$ cat src/rtl/permutation_scheduler_pkg.sv
// Shared types and constants for the ASCON permutation scheduler.
// Optional abort path elsewhere is enabled by the PERM_ABORT_EN macro.
package permutation_scheduler_pkg;

    localparam int unsigned NB_ROUNDS_MAX = 12;
    localparam logic [3:0]  LAST_ROUND    = 4'(NB_ROUNDS_MAX - 1);

    typedef enum logic [1:0] {
        ST_IDLE = 2'd0,
        ST_RUN  = 2'd1,
        ST_DONE = 2'd2
    } perm_state_t;

    // ASCON round constants, indexed directly by round_o.
    function automatic logic [7:0] round_constant(input logic [3:0] round);
        logic [7:0] rc;
        case (round)
            4'd0:    rc = 8'hf0;
            4'd1:    rc = 8'he1;
            4'd2:    rc = 8'hd2;
            4'd3:    rc = 8'hc3;
            4'd4:    rc = 8'hb4;
            4'd5:    rc = 8'ha5;
            4'd6:    rc = 8'h96;
            4'd7:    rc = 8'h87;
            4'd8:    rc = 8'h78;
            4'd9:    rc = 8'h69;
            4'd10:   rc = 8'h5a;
            4'd11:   rc = 8'h4b;
            default: rc = 8'h00;
        endcase
        return rc;
    endfunction

    // Saturate to NB_ROUNDS_MAX before subtracting so the result cannot underflow.
    function automatic logic [3:0] first_round(input logic [3:0] nb_rounds);
        logic [3:0] nb_sat;
        nb_sat = (nb_rounds > 4'(NB_ROUNDS_MAX)) ? 4'(NB_ROUNDS_MAX) : nb_rounds;
        return 4'(NB_ROUNDS_MAX) - nb_sat;
    endfunction

endpackage

$ cat src/rtl/permutation_scheduler_if.sv
// Request/sequencing bundle between the mode FSM (master) and the scheduler (slave).
// The abort signal is present only when PERM_ABORT_EN is defined.
interface permutation_scheduler_if;

    logic       start;
    logic [3:0] nb_rounds;
`ifdef PERM_ABORT_EN
    logic       abort;
`endif
    logic [3:0] round;
    logic       init_sel;
    logic       state_en;
    logic       busy;
    logic       done;

`ifdef PERM_ABORT_EN
    modport master (output start, nb_rounds, abort,
                    input  round, init_sel, state_en, busy, done);
    modport slave  (input  start, nb_rounds, abort,
                    output round, init_sel, state_en, busy, done);
`else
    modport master (output start, nb_rounds,
                    input  round, init_sel, state_en, busy, done);
    modport slave  (input  start, nb_rounds,
                    output round, init_sel, state_en, busy, done);
`endif

endinterface

$ cat src/rtl/permutation_scheduler_round_counter.sv
// 4-bit loadable round counter that holds at the last round index.
module round_counter
    import permutation_scheduler_pkg::*;
(
    input  logic       clock_i,
    input  logic       reset_i,
    input  logic       load,
    input  logic [3:0] load_val,
    input  logic       inc,
    output logic [3:0] count,
    output logic       last
);

    always_ff @(posedge clock_i) begin
        if (reset_i) begin
            count <= 4'd0;
        end else if (load) begin
            count <= load_val;
        end else if (inc && !last) begin
            count <= count + 4'd1;
        end
    end

    assign last = (count == LAST_ROUND);

endmodule

$ cat src/rtl/permutation_scheduler.sv
// Sequences 1..12 ASCON permutation rounds, one per clock, with a done pulse.
// Define PERM_ABORT_EN to add the abort path.
//
//   state   | meaning
//   --------+-----------------------------------------------
//   ST_IDLE | waiting for start with a non-zero round count
//   ST_RUN  | one round per cycle, state register enabled
//   ST_DONE | single-cycle completion pulse, then back to idle
module permutation_scheduler
    import permutation_scheduler_pkg::*;
(
    input  logic                   clock_i,
    input  logic                   reset_i,
    permutation_scheduler_if.slave perm
);

    perm_state_t state_q, state_d;
    logic        first_q, first_d;
    logic        cnt_load;
    logic        cnt_inc;
    logic [3:0]  cnt_val;
    logic        cnt_last;

    round_counter u_round_counter (
        .clock_i  (clock_i),
        .reset_i  (reset_i),
        .load     (cnt_load),
        .load_val (first_round(perm.nb_rounds)),
        .inc      (cnt_inc),
        .count    (cnt_val),
        .last     (cnt_last)
    );

    always_ff @(posedge clock_i) begin
        if (reset_i) begin
            state_q <= ST_IDLE;
            first_q <= 1'b0;
        end else begin
            state_q <= state_d;
            first_q <= first_d;
        end
    end

    always_comb begin
        state_d  = state_q;
        first_d  = 1'b0;
        cnt_load = 1'b0;
        cnt_inc  = 1'b0;
        case (state_q)
            ST_IDLE: begin
                if (perm.start && (perm.nb_rounds != 4'd0)) begin
                    state_d  = ST_RUN;
                    first_d  = 1'b1;
                    cnt_load = 1'b1;
                end
            end
            ST_RUN: begin
                cnt_inc = 1'b1;
`ifdef PERM_ABORT_EN
                // Abort beats the last-round transition: no done pulse.
                if (perm.abort) begin
                    state_d = ST_IDLE;
                end else if (cnt_last) begin
                    state_d = ST_DONE;
                end
`else
                if (cnt_last) begin
                    state_d = ST_DONE;
                end
`endif
            end
            ST_DONE: state_d = ST_IDLE;
            default: state_d = ST_IDLE;
        endcase
    end

    // Outputs decode registered state only; no input reaches them combinationally.
    always_comb begin
        perm.round    = 4'd0;
        perm.init_sel = 1'b0;
        perm.state_en = 1'b0;
        perm.busy     = 1'b0;
        perm.done     = 1'b0;
        case (state_q)
            ST_RUN: begin
                perm.round    = cnt_val;
                perm.init_sel = first_q;
                perm.state_en = 1'b1;
                perm.busy     = 1'b1;
            end
            ST_DONE: begin
                perm.done = 1'b1;
                perm.busy = 1'b1;
            end
            default: ;
        endcase
    end

endmodule
$ cat src/flat_wrapper.sv
// flat-port wrapper written by rule: the top's interface ports become plain ports
module permutation_scheduler_flat import permutation_scheduler_pkg::*;
  (clock_i, reset_i, perm_start, perm_nb_rounds, perm_round, perm_init_sel, perm_state_en, perm_busy, perm_done);
  permutation_scheduler_if perm_i ();
  input  logic clock_i;
  input  logic reset_i;
  input wire logic [$bits(perm_i.start)-1:0] perm_start;
  input wire logic [$bits(perm_i.nb_rounds)-1:0] perm_nb_rounds;
  output wire logic [$bits(perm_i.round)-1:0] perm_round;
  output wire logic [$bits(perm_i.init_sel)-1:0] perm_init_sel;
  output wire logic [$bits(perm_i.state_en)-1:0] perm_state_en;
  output wire logic [$bits(perm_i.busy)-1:0] perm_busy;
  output wire logic [$bits(perm_i.done)-1:0] perm_done;
  assign perm_i.start = perm_start;
  assign perm_i.nb_rounds = perm_nb_rounds;
  assign perm_round = perm_i.round;
  assign perm_init_sel = perm_i.init_sel;
  assign perm_state_en = perm_i.state_en;
  assign perm_busy = perm_i.busy;
  assign perm_done = perm_i.done;
  permutation_scheduler u_core (.clock_i(clock_i), .reset_i(reset_i), .perm(perm_i));
endmodule
$ cat config.mk
export PLATFORM = sky130hd
export DESIGN_NAME = permutation_scheduler_flat
export DESIGN_NICKNAME = d
export VERILOG_FILES = /design/src/rtl/permutation_scheduler_pkg.sv /design/src/rtl/permutation_scheduler_if.sv /design/src/rtl/permutation_scheduler_round_counter.sv /design/src/rtl/permutation_scheduler.sv /design/src/flat_wrapper.sv
export SDC_FILE = /design/constraint.sdc
export NUM_CORES = 1
export LEC_CHECK = 0
export BUFFER_PORTS_ARGS = -buffer_cell sky130_fd_sc_hd__buf_2
export CAP_MARGIN = 20
export CORE_MARGIN = 4
export CORE_UTILIZATION = 40
export DETAILED_ROUTE_END_ITERATION = 6
export SLEW_MARGIN = 20
export SYNTH_ARGS = -nofsm -noshare
export SYNTH_HDL_FRONTEND = slang
export SYNTH_SLANG_ARGS = --single-unit
$ cat constraint.sdc
create_clock -name clock_i -period 3 [get_ports clock_i]
set_input_delay 0.6 -clock clock_i [delete_from_list [all_inputs] [get_ports clock_i]]
set_output_delay 0.6 -clock clock_i [all_outputs]
set_load 0.05 [all_outputs]
==> results.md, run 1 <==
* Clk sinks at 7
* CTS buffer count at 3
* Vias/cell at approximately 5.5
* Crit-path max FO at 13
* Commonest non-fill, non-tap cell in the layout: buf_2
* Slowest-stage cell, CP: ha_1
* Setup WS post-layout at 899 ps
* Setup Viol. Count Final at 0
* GR Util All Layers at 12.9%
* Post-Syn Instances at 59
* Syn. warnings at 0
* Routed wire length per instance at roughly 13 um
* Worst Path Buf+Inv at 2
* Die Ht at 44.1 um
* Number of antenna violations at the first check in global routing at 0
* Worst vdd ir at 301 uV
* Initial DRC count at 7
* F_max at ~0.48 GHz
* Top cells by area, synth: dfxtp_1, ha_1, a211oi_1
* Reg2Reg Launch Point: u_core.state_q[1]
* Layout cell share with drive strength beyond 1 at about 29%
* Dpl ws at about 1200 ps
* Clock transition at the registers of the reported paths at 60 ps
* Maxcap violations at 0
* Initial Util at 44.4%
* Antenna cell count at 0
* Worst Hold Depth at 2
* RePlAce Congestion at between 0.7 and 0.8
* Hold_ws at about 550 ps
* CP max stage delay at 380 ps
* Yosys reg bits at 7
* First-pass GRT wire length at about 1800 um
* Syn_area_per_cell at 8.82 sq um
* Post-route minimum period at ~2100 ps
* Worst Max-Slew Pin Slew at ~370 ps
* Row Count at 12
* Post-DP HPWL at 912 um
* Post-synth cell types at 28
* Min-delay src: u_core.state_q[1]
* P&R area growth vs syn at 21.2%
* R2r worst-path depth at 5
* Die width at between 40 and 50 um
* LEAKAGE at a little under 0.3 nW
* Vias in the first global route at 405
* Worst path required time at ~2400 ps
* Commonest cells after routing, fill and taps aside: buf_2, dfxtp_1, nand2_1, ha_1
* Root Buffer: clkbuf_4
* Clock Skew at 4.80 ps
* CP Depth at 4
* Post-Syn Area at between 500 and 600 sq um
* Io pins at 15
* Clock buffer depth at 2
* Total global routing overflow at 0
* Setup bufs post-CTS at 0
* Relative slew slack at about three quarters
* # fillers at 127
* RSZ-0062 raised after global routing: no
* Final max-slew violation count at 0
* PwrDens at about 600 nW/um^2
* Area share of the largest cell type after synthesis at a little over a quarter
* Post-Route WL at 1130 um
* Class of the worst hold path: reg2reg
* Period Utilization, post-route at 70.0%
* DRC at 0
* Total power after layout at roughly 0.38 mW
* Hold Path Sink: u_core.state_q[1]
* Critical path class: reg2out
* Status: completed
* DRT antenna net count at 0
* Delay-heaviest family, CP: adder cells
* Syn Nets at between 70 and 80
* TritonCTS clock tree: done
* Die footprint at 1940 sq um
* Pre-Repair DR Iteration Count at 4
* Worst-Skew Late Latency at ~260 ps
* R2R Setup Slk at ~1300 ps
* Critical R2R Capture: u_core.u_round_counter.count[0]
* Core footprint at roughly 1200 sq um
* CP Data Arrival Time at ~1500 ps
* Startpoint types: flop
* Routed vias at 492
* Sequential element share of the synthesized area at between 20% and 30%
* Post_cts resized at 0
* I/O Buffers at 14
* Largest net degree at the start of global routing at 14
* Cell Chain, Critical Path: inv_1 > ha_1 > and2_2 > buf_2
* # nets final at just under 90
* Hold Buf Count CTS at 0
* Leading area contributor after synthesis: dfxtp_1
* Setup TNS at 0 ps
* Critical Path Sink Type: output pin
* H-tree levels at 1
* Fin. Hold Viols at 0
* Final design utilization at approximately 54%
-- registers in the layout, indices dropped and copies added (netlist names) --
| name | flops |
|---|---|
| u_core.first_q | 1 |
| u_core.u_round_counter.count | 4 |
| u_core.state_q | 2 |
-- kinds of logic after synthesis --
| group | after synthesis | synth area share [%] |
|---|---|---|
| simple gates | 22 | 24.0 |
| compound gates | 16 | 24.8 |
| mux | 1 | 1.92 |
| xor+xnor | 2 | 3.37 |
| flops | 7 | 26.9 |
| buf+inv | 6 | 6.97 |
| fa+ha+maj | 5 | 12.0 |
-- worst max-delay path by stage --
| stage | from | to |
|---|---|---|
| floorplan | u_core.state_q[1] | perm_init_sel |
| global placement | u_core.state_q[1] | perm_round[2] |
| detailed placement | u_core.state_q[1] | perm_round[2] |
| CTS | u_core.state_q[1] | perm_round[2] |
| global route | u_core.state_q[1] | perm_round[2] |
| finish | u_core.state_q[1] | perm_round[2] |
-- tightest hold or removal path, stage by stage, from the launching register on --
cell	delay (ps)
dfxtp_1	320
inv_1	90
a211oi_1	90
-- cell usage after synthesis (all sizes together) --
| master | number |
|---|---|
| a22o | 1 |
| a21oi | 3 |
| bufinv | 1 |
| a311oi | 2 |
| dfxtp | 7 |
| o221a | 1 |
| nand3 | 1 |
| a211oi | 4 |
| inv | 4 |
| o311ai | 1 |
| nand4 | 1 |
| and2 | 5 |
| clkbuf | 1 |
| mux2i | 1 |
| nor3 | 2 |
| nor4 | 1 |
| nor2 | 3 |
| nand2 | 5 |
| o21ai | 3 |
| or3 | 1 |
| ha | 5 |
| nand3b | 1 |
| xor2 | 2 |
| and3b | 1 |
| o41ai | 1 |
| or2 | 1 |
-- power by group --
| part | internal [mW] | switching (mW) | leakage, nW |
|---|---|---|---|
| clock | 0.0511 | 0.0396 | 0.0150 |
| sequential | 0.109 | 0.0151 | 0.0579 |
| combinational | 0.0584 | 0.106 | 0.222 |
| total | 0.218 | 0.160 | 0.294 |
-- metrics by stage --
| step | area (sq um) | std cells |
|---|---|---|
| 3_3_place_gp | 604 | 86 |
| 5_1_grt | 631 | 90 |
| 4_1_cts | 631 | 90 |
| 2_1_floorplan | 520 | 59 |
| 6_report | 631 | 90 |
| 3_5_place_dp | 604 | 86 |
-- cell type report --
class	count	area, sq um	area share [%]
multi-input combinational	46	344	54.6
sequential	7	140	22.2
timing repair buffer	14	70.1	11.1
inverter	5	32.5	5.16
clock buffer	4	26.3	4.17
tap	14	17.5	2.78
-- per-layer routing --
layer | track usage, % | wire length, um | vias to the layer above
met3 | 8.54 | 77 | 0
met1 | 17.3 | 547 | 227
met4 | 3.61 | 0 | 0
li1 | - | - | 252
met5 | 0 | 0 | -
met2 | 16.6 | 505 | 13
Note: power is estimated with default switching activity, not from simulation.
==> run 2: changes to the inputs <==
--- a/config.mk
+++ b/config.mk
@@ -10,6 +10,7 @@
 export CORE_MARGIN = 4
 export CORE_UTILIZATION = 40
 export DETAILED_ROUTE_END_ITERATION = 6
+export PLACE_DENSITY = 0.67
 export SLEW_MARGIN = 20
 export SYNTH_ARGS = -nofsm -noshare
 export SYNTH_HDL_FRONTEND = slang
==> constraint.sdc (replaced) <==
create_clock -name clock_i -period 1.7 [get_ports clock_i]
set_input_delay 0.34 -clock clock_i [delete_from_list [all_inputs] [get_ports clock_i]]
set_output_delay 0.34 -clock clock_i [all_outputs]
set_load 0.05 [all_outputs]
==> results.md, run 2 (synthesis results as in run 1) <==
* Worst Path Buf+Inv at 2 (unchanged)
* Hold Buf Count CTS at 0 (unchanged)
* Die Ht at 44.1 um (unchanged)
* Worst-Skew Late Latency at 250 ps (about the same)
* Number of antenna violations at the first check in global routing at 0 (unchanged)
* Clock transition at the registers of the reported paths at 50 ps (about the same)
* Setup TNS at 0 ps (unchanged)
* Critical path class: reg2out
* RePlAce Congestion at 0.725 (+0.26%)
* Hold_ws at 354 ps (-192 ps)
* Worst path required time at 1360 ps (-1040 ps)
* Vias/cell at 5.58 (+2.1%)
* DRC at 0 (unchanged)
* Commonest cells after routing, fill and taps aside: clkbuf_4, buf_2, dfxtp_1
* First-pass GRT wire length at 1840 um (+3.9%)
* Area after DPL at 619 sq um (+2.5%)
* Status: completed
* Largest register FFs at 4 (unchanged)
* Vias in the first global route at 461 (+14%)
* Relative slew slack at 74.8% (-0.28 points)
* PwrDens at 1010 nW/um^2 (+69%)
* Sw frac at 40.9% (-1.4 points)
* Initial DRC count at 9 (+2)
* Core footprint at 1170 sq um (unchanged)
* Largest net degree at the start of global routing at 11 (-3)
* Met3 GRT Util at 1.22% (-7.3 points)
* RSZ-0062 raised after global routing: no
* Startpoint types: flop
* Worst vdd ir at 518 uV (+72%)
* GR Util All Layers at 13.0% (+0.083 points)
* Routed wire length per instance at 11.5 um (-8.2%)
* H-tree levels at 1 (unchanged)
* Fin. Hold Viols at 0 (unchanged)
* Initial Util at 44.4% (unchanged)
* CP Data Arrival Time at 1260 ps (-240 ps)
* Clock power share at 22.8% (-1.1 points)
* DRT antenna net count at 0 (unchanged)
* Setup Viol. Count Final at 0 (unchanged)
* Final max-slew violation count at 0 (unchanged)
* Clk sinks at 7 (unchanged)
* I/O Buffers at 14 (unchanged)
* Antenna cell count at 0 (unchanged)
* CP max stage delay at 330 ps (-50 ps)
* Class of the worst hold path: in2reg
* Die footprint at 1940 sq um (unchanged)
* Layout cell share with drive strength beyond 1 at 36.4% (+7.4 points)
* Combinational share of power at 45.2% (+1.9 points)
* Commonest non-fill, non-tap cell in the layout: clkbuf_4
* # nets final at 90 (+1.1%)
* Critical Path Sink Type: output pin
* Row Count at 12 (unchanged)
* Maxcap violations at 0 (unchanged)
* Slowest-stage cell, CP: dfxtp_1
* Met1 Resource Use GR at 15.1% (-2.2 points)
* F_max at roughly 0.63 GHz
* Pre-Repair DR Iteration Count at 4 (unchanged)
* Internal power at 0.401 mW (+84%)
* Total global routing overflow at 0 (unchanged)
* P&R area growth vs syn at 28.8%
* CTS buffer count at 3 (unchanged)
* Top reg by flops: u_core.u_round_counter.count
* Root Buffer: clkbuf_4
* TritonCTS clock tree: done
* Crit-path max FO at 10 (-3)
* Busiest grt layer: met2
* Period Utilization, post-route at between 90% and 100%
* Routed vias at 508 (+3.3%)
* Clock buffer depth at 2 (unchanged)
* Post-DP HPWL at 839 um (-7.9%)
* Psw at 0.278 mW (+73%)
* Largest registers: u_core.u_round_counter.count (4), u_core.state_q (2), u_core.first_q (1)
* Met2 usage at 21.2% (+4.7 points)
* LEAKAGE at 0.300 nW (+1.8%)
* Post-Route WL at 1050 um (-7.2%)
* Io pins at 15 (unchanged)
* Cell Chain, Critical Path: inv_1 > ha_4 > and2_2 > clkbuf_4
* Sequential share of power at 32.1% (-0.6 points)
* Post-route minimum period at 1600 ps
* Clock Skew at 0.140 ps (-4.66 ps)
* Worst Max-Slew Pin Slew at 373 ps (+4.15 ps)
* Die width at 44.1 um (unchanged)
* Post-route cell area at 671 sq um (+6.3%)
* Delay-heaviest family, CP: flip-flops
[run 2: changes by cell type in the layout (fill, tap and decap cells not counted), sizes merged]
cell	before	now
clkbuf	4	10
buf	14	9
[run 2: cell type report]
cell class / instances / area (sq um)
clock buffers: 4 / 26.3
fillers: 107 / 500
inverters: 5 / 32.5
multi-input cells: 46 / 362
flip-flops and latches: 7 / 140
well taps: 14 / 17.5
repair buffers: 15 / 92.6
[run 2: worst register-to-register path, cell delays in order (launching register included)]
cell and delay, ps:
dfxtp_1 310, inv_1 120, ha_4 200, bufinv_8 190
or3_1 350, a311oi_2 250
[run 2: routing by layer]
metal  wire length [um]  up-vias  part of all wire (%)
met5                  0        -                     0
met3                 68        4                   6.5
met1                434      232                    41
li1                   -      254                     -
met4                 45        0                   4.3
met2                501       18                    48
[run 2: path summary, 6_finish.rpt]
check | startpoint | end | slack (ps) | depth (start not counted)
max reg2reg | u_core.state_q[1] | u_core.u_round_counter.count[0] | 210 | 5
max | u_core.state_q[1] | perm_round[3] | 100 | 4
min | reset_i | u_core.u_round_counter.count[0] | 350 | 2
min reg2reg | u_core.u_round_counter.count[1] | u_core.u_round_counter.count[1] | 550 | 2
[run 2: per-stage QoR]
| step | std cells | setup slack, ps | power (mW) | util (%) |
|---|---|---|---|---|
| 6_report | 91 | 101 | 0.679 | 57.3 |
| 3_3_place_gp | 87 | 171 | 0.516 | 52.9 |
| 4_1_cts | 91 | 7.90 | 0.674 | 55.1 |
| 5_1_grt | 91 | 32.5 | 0.729 | 57.3 |
| 3_5_place_dp | 87 | 148 | 0.519 | 52.9 |
| 2_1_floorplan | 59 | 10.1 | 0.455 | - |
[run 2: power groups by stage]
| stage | sequential (mW) | combinational [mW] | clock (mW) |
|---|---|---|---|
| detailed placement | 0.220 | 0.299 | 0 |
| global placement | 0.220 | 0.296 | 0 |
| global route | 0.224 | 0.337 | 0.168 |
| CTS | 0.216 | 0.300 | 0.157 |
| finish | 0.218 | 0.307 | 0.155 |
| floorplan | 0.213 | 0.241 | 0 |
[run 2: timing repair]
action | in CTS | in global routing
setup buffers | 0 | 0
resized for setup | 0 | 7
setup endpoints to repair | 0 | 6
==> run 3: changes to the inputs <==
--- a/config.mk
+++ b/config.mk
@@ -6,11 +6,11 @@
 export NUM_CORES = 1
 export LEC_CHECK = 0
 export BUFFER_PORTS_ARGS = -buffer_cell sky130_fd_sc_hd__buf_2
-export CAP_MARGIN = 20
+export CAP_MARGIN = 10
 export CORE_MARGIN = 4
 export CORE_UTILIZATION = 40
 export DETAILED_ROUTE_END_ITERATION = 6
-export PLACE_DENSITY = 0.67
+export PLACE_DENSITY_LB_ADDON = 0.08
 export SLEW_MARGIN = 20
 export SYNTH_ARGS = -nofsm -noshare
 export SYNTH_HDL_FRONTEND = slang
==> results.md, run 3 (synthesis results as in run 1) <==
* Number of antenna violations at the first check in global routing at 0 (unchanged)
* RePlAce Congestion at 0.721 (-0.46%)
* Crit-path max FO at 13 (+3)
* LEAKAGE at 0.295 nW (-1.7%)
* Relative slew slack at 73.9% (-0.93 points)
* Final max-slew violation count at 0 (unchanged)
* P&R area growth vs syn at 26.9%
* Total global routing overflow at 0 (unchanged)
* Die footprint at 1940 sq um (unchanged)
* CTS buffer count at 3 (unchanged)
* # fillers at 122 (+14%)
* R2R Setup Slk at 190 ps (-20 ps)
* Period Utilization, post-route at 95.1% (+1.1 points)
* Row Count at 12 (unchanged)
* Commonest cells after routing, fill and taps aside: buf_2, clkbuf_4, dfxtp_1
* Vias/cell at 5.58 (about the same)
* First-pass GRT wire length at 1730 um (-5.7%)
* Status: completed
* TritonCTS clock tree: done
* Initial DRC count at 6 (-3)
* Setup Viol. Count Final at 0 (unchanged)
* Pre-Repair DR Iteration Count at 3 (-1)
* Largest registers: u_core.u_round_counter.count (4), u_core.state_q (2), u_core.first_q (1)
* Die width at 44.1 um (unchanged)
* Clock transition at the registers of the reported paths at 50 ps (about the same)
* Largest register FFs at 4 (unchanged)
* Clk sinks at 7 (unchanged)
* Clock Skew at 4.78 ps (+4.64 ps)
* Routed vias at 502 (-1.2%)
* CP Data Arrival Time at 1280 ps (+20 ps)
* Worst Max-Slew Pin Slew at 387 ps (+13.8 ps)
* Min-delay src: reset_i
* Hold_ws at 357 ps (+3.20 ps)
* Post-route minimum period at 1620 ps (+18.3 ps)
* # nets final at 89 (-1.1%)
* Setup bufs post-CTS at 0 (unchanged)
* Antenna cell count at 0 (unchanged)
* Setup TNS at 0 ps (unchanged)
* Fin. Hold Viols at 0 (unchanged)
* DRC at 0 (unchanged)
* Maxcap violations at 0 (unchanged)
* Clock buffer depth at 2 (unchanged)
* Worst path required time at 1360 ps (about the same)
* H-tree levels at 1 (unchanged)
* Largest net degree at the start of global routing at 14 (+3)
* Routed wire length per instance at 11.9 um (+3.0%)
* Worst-Skew Late Latency at 260 ps (about the same)
* Commonest non-fill, non-tap cell in the layout: buf_2
* Top reg by flops: u_core.u_round_counter.count
* Startpoint types: flop
* GR Util All Layers at 12.6% (-0.43 points)
* Initial Util at 44.4% (unchanged)
* Io pins at 15 (unchanged)
* Root Buffer: clkbuf_4
* Core footprint at 1170 sq um (unchanged)
* Post-DP HPWL at 851 um (+1.4%)
* Die Ht at 44.1 um (unchanged)
* DRT antenna net count at 0 (unchanged)
* RSZ-0062 raised after global routing: no
* Post-Route WL at 1070 um (+1.9%)
* Vias in the first global route at 416 (-9.8%)
* Worst vdd ir at 629 uV (+21%)
* Critical Path Sink Type: output pin
* PwrDens at 1020 nW/um^2 (+0.53%)
* Class of the worst hold path: in2reg
* Worst Hold Depth at 2 (unchanged)
* I/O Buffers at 14 (unchanged)
* Critical path class: reg2out
* R2r worst-path depth at 5 (unchanged)
* F_max at 0.618 GHz (-1.1%)
* Hold Path Sink: u_core.u_round_counter.count[0]
* Critical R2R Capture: u_core.u_round_counter.count[0]
* Reg2Reg Launch Point: u_core.state_q[1]
* Layout cell share with drive strength beyond 1 at 35.5% (-0.84 points)
* Hold Buf Count CTS at 0 (unchanged)
run 3: critical path, cell delays in order (launching register included):
cell and delay (ps):
dfxtp_1 330, inv_1 90, ha_4 210, and2_2 190
clkbuf_4 200
run 3: final cells by class:
type                            count  area, sq um  area share, %
Timing Repair Buffer               14         82.6           12.5
Sequential cell                     7          140           21.2
Clock buffer                        4         26.3           3.98
Inverter                            5         32.5           4.92
Multi-Input combinational cell     46          362           54.7
Tap cell                           14         17.5           2.65
run 3: how the worst max path moves through the flow:
stage,start,endpoint,cells after the start
after floorplan,u_core.state_q[1],perm_init_sel,4
after global placement,u_core.state_q[1],u_core.u_round_counter.count[0],5
after detailed placement,u_core.state_q[1],u_core.u_round_counter.count[0],5
after CTS,u_core.state_q[1],perm_round[2],4
after global routing,u_core.state_q[1],perm_round[2],4
final,u_core.state_q[1],perm_round[2],4
run 3: report_power, final:
part	switching (mW)	internal [mW]
Sequential	0.0273	0.192
Combinational	0.187	0.113
Clock	0.0636	0.0897
Total	0.278	0.395
run 3: per-layer routing:
metal	global-route usage (%)	share of wire [%]	up-vias
li1	-	-	251
met1	13.4	43	231
met2	20.9	46	15
met3	6.10	8.6	5
met4	5.42	2.6	0
met5	0	0	-
run 3: repair_timing:
action,in CTS,in global routing
endpoints found under the setup margin,5,5
gates resized for setup,1,5
gates cloned,0,0
run 3: per-stage QoR:
| stage | worst slack (ps) | instances | utilization (%) | power [mW] | cell area, sq um |
|---|---|---|---|---|---|
| after global routing | 1.91 | 90 | 56.4 | 0.720 | 661 |
| after global placement | 148 | 86 | 52.2 | 0.511 | 612 |
| after detailed placement | 96.5 | 86 | 52.2 | 0.513 | 612 |
| after floorplan | 10.1 | 59 | - | 0.455 | 528 |
| after CTS | 44.2 | 90 | 55.3 | 0.677 | 648 |
| final | 82.9 | 90 | 56.4 | 0.673 | 661 |
